===== src/rtl/fec_pkg.sv =====
`default_nettype none
// +----------------------------------------------------------------------+
// | Module      : fec_pkg                                                |
// | Description : Shared constants, FSM state type and index-width       |
// |               helper for the 2D-parity FEC receive framer.           |
// | Revision    : 1.0 - initial release                                  |
// +----------------------------------------------------------------------+
package fec_pkg;

   localparam int FEC_WIDTH   = 4;   // data words (rows) per frame
   localparam int FEC_DEPTH   = 4;   // bits per data word
   localparam int FEC_TIMEOUT = 64;  // cycles allowed for decoder done

   // Explicitly encoded so the state register width is fixed and visible
   typedef enum logic [2:0] {
      IDLE      = 3'd0,
      COLLECT   = 3'd1,
      PARITY    = 3'd2,
      START     = 3'd3,
      WAIT_DONE = 3'd4,
      DRAIN     = 3'd5
   } state_t;

   // Row index width; never narrower than one bit so a 1-row frame still works
   function automatic int fec_idx_w(input int width);
      return (width > 1) ? $clog2(width) : 1;
   endfunction

endpackage
`default_nettype wire


===== src/rtl/sat_counter.sv =====
`default_nettype none
// +----------------------------------------------------------------------+
// | Module      : sat_counter                                            |
// | Description : Up-counter that sticks at all-ones instead of wrapping.|
// | Revision    : 1.0 - initial release                                  |
// +----------------------------------------------------------------------+
module sat_counter #(
   parameter int CNT_W = 16
) (
   input  logic             clk,
   input  logic             rst,
   input  logic             inc,
   output logic [CNT_W-1:0] count
);

   logic [CNT_W-1:0] count_q;

   // Increment on request unless already saturated
   always_ff @(posedge clk) begin
      if (rst) begin
         count_q <= '0;
      end else if (inc && (count_q != '1)) begin
         count_q <= count_q + CNT_W'(1);
      end
   end

   assign count = count_q;

endmodule
`default_nettype wire


===== src/rtl/fec_rx_framer.sv =====
`default_nettype none
// +----------------------------------------------------------------------+
// | Module      : fec_rx_framer                                          |
// | Description : Gathers WIDTH data beats plus a parity beat, hands the |
// |               matrix to the 2D-parity decoder, waits for done (with  |
// |               timeout) and streams the corrected rows with status.   |
// | Revision    : 1.0 - initial release                                  |
// +----------------------------------------------------------------------+
module fec_rx_framer
   import fec_pkg::*;
#(
   parameter int WIDTH   = FEC_WIDTH,
   parameter int DEPTH   = FEC_DEPTH,
   parameter int TIMEOUT = FEC_TIMEOUT,
   parameter int CNT_W   = 16
) (
   input  logic                   clk,
   input  logic                   rst,
   input  logic                   in_valid,
   output logic                   in_ready,
   input  logic [DEPTH-1:0]       in_data,
   input  logic [WIDTH-1:0]       in_col_par,
   output logic [WIDTH*DEPTH-1:0] dec_data,
   output logic [DEPTH-1:0]       dec_row_par,
   output logic [WIDTH-1:0]       dec_col_par,
   output logic                   dec_start,
   input  logic                   dec_done,
   input  logic [WIDTH*DEPTH-1:0] dec_data_corr,
   input  logic                   dec_err_det,
   input  logic                   dec_err_corr,
   output logic                   out_valid,
   input  logic                   out_ready,
   output logic [DEPTH-1:0]       out_data,
   output logic                   out_last,
   output logic                   out_err_det,
   output logic                   out_err_uncorr,
   output logic [CNT_W-1:0]       frame_cnt,
   output logic [CNT_W-1:0]       uncorr_cnt,
   output logic [CNT_W-1:0]       timeout_cnt
);

   localparam int IDX_W = fec_idx_w(WIDTH);
   localparam int TMO_W = $clog2(TIMEOUT + 1);
   localparam logic [IDX_W-1:0] c_last_idx = IDX_W'(WIDTH - 1);

   state_t                      state_q, state_d;
   logic [IDX_W-1:0]            idx_q, idx_d;      // input row while filling, output row while draining
   logic [WIDTH-1:0][DEPTH-1:0] mat_q, mat_d;      // raw received matrix
   logic [WIDTH-1:0][DEPTH-1:0] cap_q, cap_d;      // rows to emit (corrected or raw)
   logic [DEPTH-1:0]            row_par_q, row_par_d;
   logic [WIDTH-1:0]            col_par_q, col_par_d;
   logic [TMO_W-1:0]            tmo_q, tmo_d;
   logic                        done_prev_q;
   logic                        err_det_q, err_det_d;
   logic                        err_unc_q, err_unc_d;

   logic w_drain, w_in_fire, w_out_fire, w_done_rise, w_timeout, w_frame_end;

   // Handshake and status decode; in_ready is held low while reset is asserted
   assign in_ready    = ~rst & ((state_q == IDLE) | (state_q == COLLECT) | (state_q == PARITY));
   assign w_in_fire   = in_valid & in_ready;
   assign w_drain     = (state_q == DRAIN);
   assign w_out_fire  = out_valid & out_ready;
   assign w_done_rise = dec_done & ~done_prev_q;
   // A done edge in the final cycle takes priority over the expiry
   assign w_timeout   = (state_q == WAIT_DONE) & ~w_done_rise & (tmo_q <= TMO_W'(1));
   assign w_frame_end = w_out_fire & out_last;

   assign dec_data       = mat_q;
   assign dec_row_par    = row_par_q;
   assign dec_col_par    = col_par_q;
   assign dec_start      = (state_q == START);
   assign out_valid      = w_drain;
   assign out_data       = w_drain ? cap_q[idx_q] : '0;
   assign out_last       = w_drain & (idx_q == c_last_idx);
   assign out_err_det    = w_drain & err_det_q;
   assign out_err_uncorr = w_drain & err_unc_q;

   // Next-state logic for the frame FSM and its datapath registers
   always_comb begin
      state_d   = state_q;
      idx_d     = idx_q;
      mat_d     = mat_q;
      cap_d     = cap_q;
      row_par_d = row_par_q;
      col_par_d = col_par_q;
      tmo_d     = tmo_q;
      err_det_d = err_det_q;
      err_unc_d = err_unc_q;
      case (state_q)
         IDLE: begin
            if (w_in_fire) begin
               mat_d[0] = in_data;
               idx_d    = IDX_W'(1);
               state_d  = (WIDTH == 1) ? PARITY : COLLECT;
            end
         end
         COLLECT: begin
            if (w_in_fire) begin
               mat_d[idx_q] = in_data;
               if (idx_q == c_last_idx) begin
                  idx_d   = '0;
                  state_d = PARITY;
               end else begin
                  idx_d = idx_q + IDX_W'(1);
               end
            end
         end
         PARITY: begin
            if (w_in_fire) begin
               row_par_d = in_data;
               col_par_d = in_col_par;
               state_d   = START;
            end
         end
         START: begin
            tmo_d   = TMO_W'(TIMEOUT);
            state_d = WAIT_DONE;
         end
         WAIT_DONE: begin
            if (w_done_rise) begin
               cap_d     = dec_data_corr;
               err_det_d = dec_err_det;
               err_unc_d = dec_err_det & ~dec_err_corr;
               idx_d     = '0;
               state_d   = DRAIN;
            end else if (w_timeout) begin
               // Decoder never answered: pass the raw rows and flag them unusable
               cap_d     = mat_q;
               err_det_d = 1'b1;
               err_unc_d = 1'b1;
               tmo_d     = '0;
               idx_d     = '0;
               state_d   = DRAIN;
            end else begin
               tmo_d = tmo_q - TMO_W'(1);
            end
         end
         DRAIN: begin
            if (w_out_fire) begin
               if (idx_q == c_last_idx) begin
                  idx_d   = '0;
                  state_d = IDLE;
               end else begin
                  idx_d = idx_q + IDX_W'(1);
               end
            end
         end
         default: state_d = IDLE;
      endcase
   end

   // State and datapath registers with synchronous clear
   always_ff @(posedge clk) begin
      if (rst) begin
         state_q     <= IDLE;
         idx_q       <= '0;
         mat_q       <= '0;
         cap_q       <= '0;
         row_par_q   <= '0;
         col_par_q   <= '0;
         tmo_q       <= '0;
         done_prev_q <= 1'b0;
         err_det_q   <= 1'b0;
         err_unc_q   <= 1'b0;
      end else begin
         state_q     <= state_d;
         idx_q       <= idx_d;
         mat_q       <= mat_d;
         cap_q       <= cap_d;
         row_par_q   <= row_par_d;
         col_par_q   <= col_par_d;
         tmo_q       <= tmo_d;
         done_prev_q <= dec_done;
         err_det_q   <= err_det_d;
         err_unc_q   <= err_unc_d;
      end
   end

   sat_counter #(.CNT_W(CNT_W)) u_frame_cnt (
      .clk   (clk),
      .rst   (rst),
      .inc   (w_frame_end),
      .count (frame_cnt)
   );

   sat_counter #(.CNT_W(CNT_W)) u_uncorr_cnt (
      .clk   (clk),
      .rst   (rst),
      .inc   (w_frame_end & err_unc_q),
      .count (uncorr_cnt)
   );

   sat_counter #(.CNT_W(CNT_W)) u_timeout_cnt (
      .clk   (clk),
      .rst   (rst),
      .inc   (w_timeout),
      .count (timeout_cnt)
   );

endmodule
`default_nettype wire


===== config.mk =====
export PLATFORM = sky130hd
export DESIGN_NAME = fec_rx_framer
export DESIGN_NICKNAME = d
export VERILOG_FILES = /design/src/rtl/fec_pkg.sv /design/src/rtl/sat_counter.sv /design/src/rtl/fec_rx_framer.sv
export SDC_FILE = /design/constraint.sdc
export NUM_CORES = 1
export LEC_CHECK = 0
export ABC_AREA = 1
export CAP_MARGIN = 20
export CORE_MARGIN = 5
export CORE_UTILIZATION = 52
export CTS_CLUSTER_SIZE = 28
export DETAILED_ROUTE_END_ITERATION = 6
export GPL_ROUTABILITY_DRIVEN = 0
export MAX_ROUTING_LAYER = met4
export PLACE_DENSITY = 0.81
export SYNTH_ARGS = -nofsm -noshare
export SYNTH_HDL_FRONTEND = slang
export SYNTH_HIERARCHICAL = 1
export SYNTH_SLANG_ARGS = --single-unit

===== constraint.sdc =====
create_clock -name clk -period 2.9 [get_ports clk]
set_clock_uncertainty 0.1 [all_clocks]
set_input_delay 0.58 -clock clk [delete_from_list [all_inputs] [get_ports clk]]
set_output_delay 0.58 -clock clk [all_outputs]
set_load 0.02 [all_outputs]

==> qor.yml, run 1 <==
floorplanning:
  initial_core_util: 0.5241
  io_pins: 113
  floorplan.die_area_um2: 13010
  die_height_um: 114.1
  placeableCoreArea_um2: 10750
  site_rows: 38
  floorplan.die.width_um: 114.1
run_status:
  status: "finished clean"
clocking:
  clock_tree.buffer_depth: 2
  total_clock_buffers_created_by_cts: 9
  numClockSinks: 103
  htree_num_levels: 3
  cts_tree: "done"
  number_of_hold_buffers_added_after_cts: 0
  clk-insertion-delay-late_ns: 0.37
  root_buffer: "sky130_fd_sc_hd__clkbuf_8"
  clk_pin_slew_ns: 0.10
  number_of_setup_buffers_added_after_cts: 0
worst_setup_path:
  timing.reg2reg.setup_slack_ns: 0.43
  crit_path_start: "rst"
  rr_worst_depth: 11
  reg2reg_capture_point: "u_uncorr_cnt/count[11]"
  critPathCapture: "in_ready"
  cp-end-kind: "primary output"
  worst_setup_path_start_kind: "input pin"
  r2r-start: "idx_q[1]"
  crit_fanout: 2
  cp_data_required_time_ns: 2.22
  crit_arrival_ns: 1.96
  critical_path_class: "input pin to primary output"
cells_and_area:
  fillCellCount: 1019
  seqCellArea_um2: 2062
  multi_input_comb_area_um2: 3187
  area_growth_syn_to_layout_pct: 26.48
  antenna_cells: 0
  ratio_of_cells_with_drive_above_1_in_the_final_layout: 0.09211
  design.final.nets: 1023
  layout.cell_area.non_filler_um2: 7123
global_routing:
  globalRoute.totalOverflow: 0
  number_of_global_route_vias_before_repair: 5138
  global_route.usage.total: 0.2245
  largest_net_degree_at_the_start_of_global_routing: 32
  grt_antenna_before_repair: 0
  grt_first_pass_wirelength_um: 23270
timing:
  max_freq_mhz: 379.0
  final.min_clock_period_ns: 2.639
  slew_viol_final: 0
  max_slew_margin: 0.6570
  finalSetupTns_ns: 0
  grt_setup_unrepaired: "no"
  timing_worst_slew_pin_value_ns: 0.5139
  share_of_the_clock_period_used_by_the_worst_path_after_layout: 0.9099
  report.final.setup_viol: 0
  postLayoutSetupSlackWorst_ns: 0.2612
  final_hold_viol_count: 0
synth:
  synthCells: 870
  async_s_r_ff_share_synth: 0
  seq_area_frac_synth: 0.3661
  synth-edff-count: 0
  synth.yosys.warnings: 6
  yosys_register_bits: 103
  syn_area_um2: 5632
  postSynth.topFlopCell: "sky130_fd_sc_hd__dfxtp_1"
  net_count_after_synthesis: 910
  avgSynthCellArea_um2: 6.473
  synthDistinctLibCells: 35
min_path:
  worst_hold_path_type: "flop to flop"
placement:
  dpl_cell_area_um2: 6872
  pre_cts_slack_ns: 0.2302
  hpwl_um: 10570
  portBuffers: 112
routing:
  post_route_drc_violation_count: 0
  drt_pre_antenna_iters: 6
  totalWireLength_um: 14230
  post_drt_wl_per_cell_um: 12.61
  routed-via-count: 5707
  vias_per_cell: 5.059
  ant_nets: 0
  drt_first_iter_violations: 380
power_and_ir_drop:
  peak_vdd_ir_mv: 0.4310
  pwr-share-comb: 0.280
  clkPwrFrac: 0.273
  p_leak_nw: 3.016
  power_switching_share: 0.3422
  power.density_nw_per_um2: 531.7
  power.net_switching_w: 0.001296
  total_power_w: 0.003787
  internal-power_w: 0.002491
  share_of_power_burned_in_registers: 0.446
job:
  max-cap-violations: 0
==> kinds of logic (layout without fill, tap and decap cells) <==
logic type               after synthesis  in the layout  synth area share
adder cells (fa/ha/maj)                9              9           0.02000
XOR/XNOR                               4              4          0.006220
buffers and inverters                 87            205           0.06798
AND/OR/NAND/NOR                      568            568            0.4486
AO/OA/AOI/OAI                         99             99           0.09109
flip-flops                           103            103            0.3661
==> per-layer routing <==
metal  vias up  global-route usage  routed length [um]
li1       2980                   -                   -
met1      2547              0.2896                6713
met2       159              0.3591                6588
met3        21             0.03118                 646
met4         0             0.08472                 278
met5         -                   -                   0
==> Yosys cell counts (all sizes together), types with 7 or more instances <==
library cell  instances  area, um2
nand2               261       1035
nor2                225       1044
dfxtp               103       2062
nand3                66      347.8
inv                  64      242.7
a21oi                59      295.3
o21ai                35      175.2
buf                  12      90.08
ha                    9      112.6
nand4                 9      56.30
clkbuf                7      33.78
==> what timing repair did <==
item                       4_1_cts  5_1_grt
gates cloned                     0        0
gates resized for setup          1        7
setup endpoints to repair        7        7
==> worst min path at each step <==
stage	startpoint	end	slack, ns	depth (start not counted)
CTS	dec_row_par[0]	dec_row_par[0]	0.37	2
global route	dec_col_par[1]	dec_col_par[1]	0.39	2
floorplan	err_det_q	err_det_q	0.33	2
finish	dec_col_par[1]	dec_col_par[1]	0.37	2
global placement	dec_col_par[1]	dec_col_par[1]	0.35	2
detailed placement	dec_row_par[3]	dec_row_par[3]	0.36	2
==> registers in the layout, summed over array words and instances (netlist names) <==
name	count
dec_col_par	4
done_prev_q	1
err_unc_q	1
u_uncorr_cnt/count	16
idx_q	2
cap_q	16
dec_data	16
u_frame_cnt/count	16
tmo_q	7
err_det_q	1
state_q	3
dec_row_par	4
u_timeout_cnt/count	16
==> cells in the final DEF, fill, tap and decap left out, types with 2 or more instances in the layout <==
cell / instances
sky130_fd_sc_hd__nor2_1: 180
sky130_fd_sc_hd__dlymetal6s2s_1: 7
sky130_fd_sc_hd__nand4_1: 9
sky130_fd_sc_hd__bufinv_16: 2
sky130_fd_sc_hd__or2_0: 2
sky130_fd_sc_hd__o21ai_0: 32
sky130_fd_sc_hd__o21ai_1: 3
sky130_fd_sc_hd__ha_1: 9
sky130_fd_sc_hd__inv_2: 3
sky130_fd_sc_hd__nand3_1: 64
sky130_fd_sc_hd__clkinv_2: 2
sky130_fd_sc_hd__clkbuf_8: 11
sky130_fd_sc_hd__clkinv_4: 2
sky130_fd_sc_hd__nor2_8: 3
sky130_fd_sc_hd__nor2_4: 9
sky130_fd_sc_hd__o21bai_1: 2
sky130_fd_sc_hd__xor2_1: 4
sky130_fd_sc_hd__nand2_1: 249
sky130_fd_sc_hd__dfxtp_1: 103
sky130_fd_sc_hd__inv_1: 60
sky130_fd_sc_hd__clkinv_1: 2
sky130_fd_sc_hd__buf_4: 9
sky130_fd_sc_hd__nand2_4: 5
sky130_fd_sc_hd__a21oi_1: 59
sky130_fd_sc_hd__nor2_2: 33
sky130_fd_sc_hd__clkdlybuf4s50_1: 105
sky130_fd_sc_hd__nor3_1: 3
sky130_fd_sc_hd__nand2_2: 7
==> power by group through the flow <==
| stage | logic [W] | registers [W] | clock network, W |
|---|---|---|---|
| after floorplan | 0.000769 | 0.00171 | 0 |
| after global placement | 0.00104 | 0.00172 | 0 |
| after detailed placement | 0.00105 | 0.00172 | 0 |
| after CTS | 0.00106 | 0.00169 | 0.00106 |
| after global routing | 0.00119 | 0.00171 | 0.00113 |
| final | 0.00106 | 0.00169 | 0.00104 |
==> worst max-delay path, stage by stage <==
cell and delay [ns]:
sky130_fd_sc_hd__clkdlybuf4s50_1 0.54, sky130_fd_sc_hd__nor2_4 0.19, sky130_fd_sc_hd__clkdlybuf4s50_1 0.64
==> metrics by stage <==
step / utilization / hold slack (ns) / instances
global route: 0.6629 / 0.3944 / 1128
global placement: 0.6395 / 0.3510 / 1112
finish: 0.6629 / 0.3677 / 1128
CTS: 0.6613 / 0.3696 / 1128
floorplan: - / 0.3328 / 870
detailed placement: 0.6395 / 0.3554 / 1112
==> final cells by class <==
type	count	area share
Multi-Input combinational cell	680	0.4474
Sequential cell	103	0.2895
Timing Repair Buffer	121	0.1693
Inverter	68	0.03654
Tap cell	140	0.02459
Clock buffer	12	0.02178
Clock inverter	4	0.01089
Power figures use the tool's default switching activity.
==> inputs of run 2 (changes only) <==
- clock period: 2.9 -> 2.5 ns (I/O delays scaled with it)
==> run 2 against run 1 <==
Clock-buffer cell count shrank 3. Setup slack lost 0.20 ns. Wire length grew 0.32%. Die area is the same. Sequential share of layout area grew 0.22 points. Clock power shrank 5%. Via count shrank 0.93%. Total power grew 11%. Combinational power grew 20%. Sequential power grew 15%. First-iteration DRC count grew 23%.
==> qor.yml, run 2 (synthesized netlist as in run 1, its figures left out) <==
min_path:
  timing.hold.worst_path_depth: 2  # unchanged
  whs_endpoint: "dec_row_par[2]"
  worst_hold_path_type: "flop to flop"
  worstHoldStart: "dec_row_par[2]"
worst_setup_path:
  crit_fanout: 5  # +3
  cp-end-kind: "primary output"
  critical_path_class: "flop to primary output"
  cp_data_required_time_ns: 1.90  # -0.32 ns
  worst_setup_path_start_kind: "flop"
  reg2reg_capture_point: "u_uncorr_cnt/count[11]"
  crit_arrival_ns: 1.84  # -0.12 ns
  r2r-start: "state_q[1]"
  rr_worst_depth: 13  # +2
  timing.reg2reg.setup_slack_ns: 0.32  # -0.11 ns
  crit_path_top_delay_cell: "sky130_fd_sc_hd__clkdlybuf4s50_1"
  crit_path_max_incr_delay_ns: 0.63  # about the same
  cp_cell_sequence: "buf_4 -> nand2_1 -> nand2_2 -> nor2_4 -> clkdlybuf4s50_1"
floorplanning:
  floorplan.die.width_um: 114.1  # unchanged
  placeableCoreArea_um2: 10750  # unchanged
  die_height_um: 114.1  # unchanged
  floorplan.die_area_um2: 13010  # unchanged
  initial_core_util: 0.5241  # unchanged
  site_rows: 38  # unchanged
  io_pins: 113  # unchanged
clocking:
  numClockSinks: 103  # unchanged
  cts_tree: "done"
  root_buffer: "sky130_fd_sc_hd__clkbuf_8"
  clk-insertion-delay-late_ns: 0.38  # about the same
  htree_num_levels: 3  # unchanged
  clk_pin_slew_ns: 0.11  # about the same
  total_clock_buffers_created_by_cts: 9  # unchanged
  clock_tree.buffer_depth: 2  # unchanged
  cts_repair_resize_count: 9  # +8
  number_of_setup_buffers_added_after_cts: 0  # unchanged
  number_of_hold_buffers_added_after_cts: 0  # unchanged
cells_and_area:
  finish.utilization: 0.6591  # -0.003843
  fillCellCount: 1030  # +1.1%
  ratio_of_cells_with_drive_above_1_in_the_final_layout: 0.1017  # +0.009607
  final_common_cell: "sky130_fd_sc_hd__nand2_1"
  design.final.nets: 1028  # +0.49%
  antenna_cells: 0  # unchanged
  final_cell_mix: "sky130_fd_sc_hd__nand2_1 (249), sky130_fd_sc_hd__nor2_1 (179), sky130_fd_sc_hd__clkdlybuf4s50_1 (104), sky130_fd_sc_hd__dfxtp_1 (102), sky130_fd_sc_hd__nand3_1 (64)"
  area_growth_syn_to_layout_pct: 25.75
job:
  max-cap-violations: 0  # unchanged
global_routing:
  global_route.usage.total: 0.2279  # +0.003398
  number_of_global_route_vias_before_repair: 5120  # -0.35%
  globalRoute.totalOverflow: 0  # unchanged
  grt_first_pass_wirelength_um: 23700  # +1.8%
  largest_net_degree_at_the_start_of_global_routing: 32  # unchanged
  grt_antenna_before_repair: 0  # unchanged
power_and_ir_drop:
  power.density_nw_per_um2: 594.4  # +12%
  p_leak_nw: 2.925  # -3.0%
  peak_vdd_ir_mv: 0.3601  # -16%
timing:
  timing_worst_slew_pin_value_ns: 0.5063  # -0.007605 ns
  max_slew_margin: 0.6621  # +0.005075
  max_freq_mhz: 410.3
  final.min_clock_period_ns: 2.437
  report.final.setup_viol: 0  # unchanged
  slew_viol_final: 0  # unchanged
  share_of_the_clock_period_used_by_the_worst_path_after_layout: 0.9749
  grt_setup_unrepaired: "no"
  finalSetupTns_ns: 0  # unchanged
  final_hold_viol_count: 0  # unchanged
run_status:
  status: "finished clean"
routing:
  routed-via-count: 5654  # -0.93%
  drt_pre_antenna_iters: 5  # -1
  totalWireLength_um: 14270  # +0.32%
  drt_first_iter_violations: 466  # +23%
  vias_per_cell: 4.990  # -1.4%
  post_route_drc_violation_count: 0  # unchanged
  post_drt_wl_per_cell_um: 12.60  # -0.12%
  ant_nets: 0  # unchanged
placement:
  hpwl_um: 10540  # -0.24%
  portBuffers: 112  # unchanged
-- run 2: cell types whose count changed in the layout (fill, tap and decap cells not counted), sizes merged --
cell and change:
buf +5, bufinv -2, clkbuf -1, clkdlybuf4s50 -1, clkinvlp +2, dlygate4sd2 +5
dlymetal6s2s -6, inv +3
-- run 2: final cells by class --
class                      count  area [um2]  area share
clock buffer                   9       123.9     0.01749
clock inverter                 7       55.05    0.007774
inverter                      68       260.3     0.03675
multi-input combinational    680        3189      0.4504
sequential                   103        2066      0.2917
tap                          140       175.2     0.02473
timing repair buffer         126        1212      0.1712
-- run 2: through the flow --
stage	worst slack, ns	instances	total power [W]	area [um2]	hold WS [ns]
after floorplan	0.1060	870	0.002877	5632	0.3328
after global placement	0.1046	1117	0.003215	6909	0.3504
after detailed placement	0.08112	1117	0.003232	6909	0.3554
after CTS	0.05334	1133	0.004222	7082	0.3748
after global routing	0.005104	1133	0.004493	7082	0.3882
final	0.06263	1133	0.004209	7082	0.3723
-- run 2: critical path: cells and delay by family, from the launching register on --
kind,cells,cell delay (ns)
DFF,1,0.33
and+or+nand+nor,3,0.35
buffers and inverters,2,0.78
-- run 2: power by group --
| part | internal, W | switching (W) | total (W) |
|---|---|---|---|
| registers | 0.00182 | 0.000133 | 0.00195 |
| clock network | 0.000373 | 0.000614 | 0.000988 |
| logic | 0.000474 | 0.000796 | 0.00127 |
-- run 2: worst max path at each step --
stage                          start                 endpoint  slack [ns]  cells after the start
final                     state_q[0]                 in_ready        0.06                      5
after global routing      state_q[1]   u_uncorr_cnt/count[11]       0.005                     13
after CTS                 state_q[1]                out_valid        0.05                      5
after detailed placement    dec_done  u_timeout_cnt/count[13]        0.08                     12
after global placement           rst                 in_ready        0.10                      3
after floorplan           state_q[1]   u_uncorr_cnt/count[11]        0.11                     13
-- run 2: routing by layer --
layer / part of all wire / track usage
met5: 0 / -
met4: 0.016 / 0.07047
met3: 0.043 / 0.02484
met1: 0.47 / 0.2971
met2: 0.47 / 0.3739
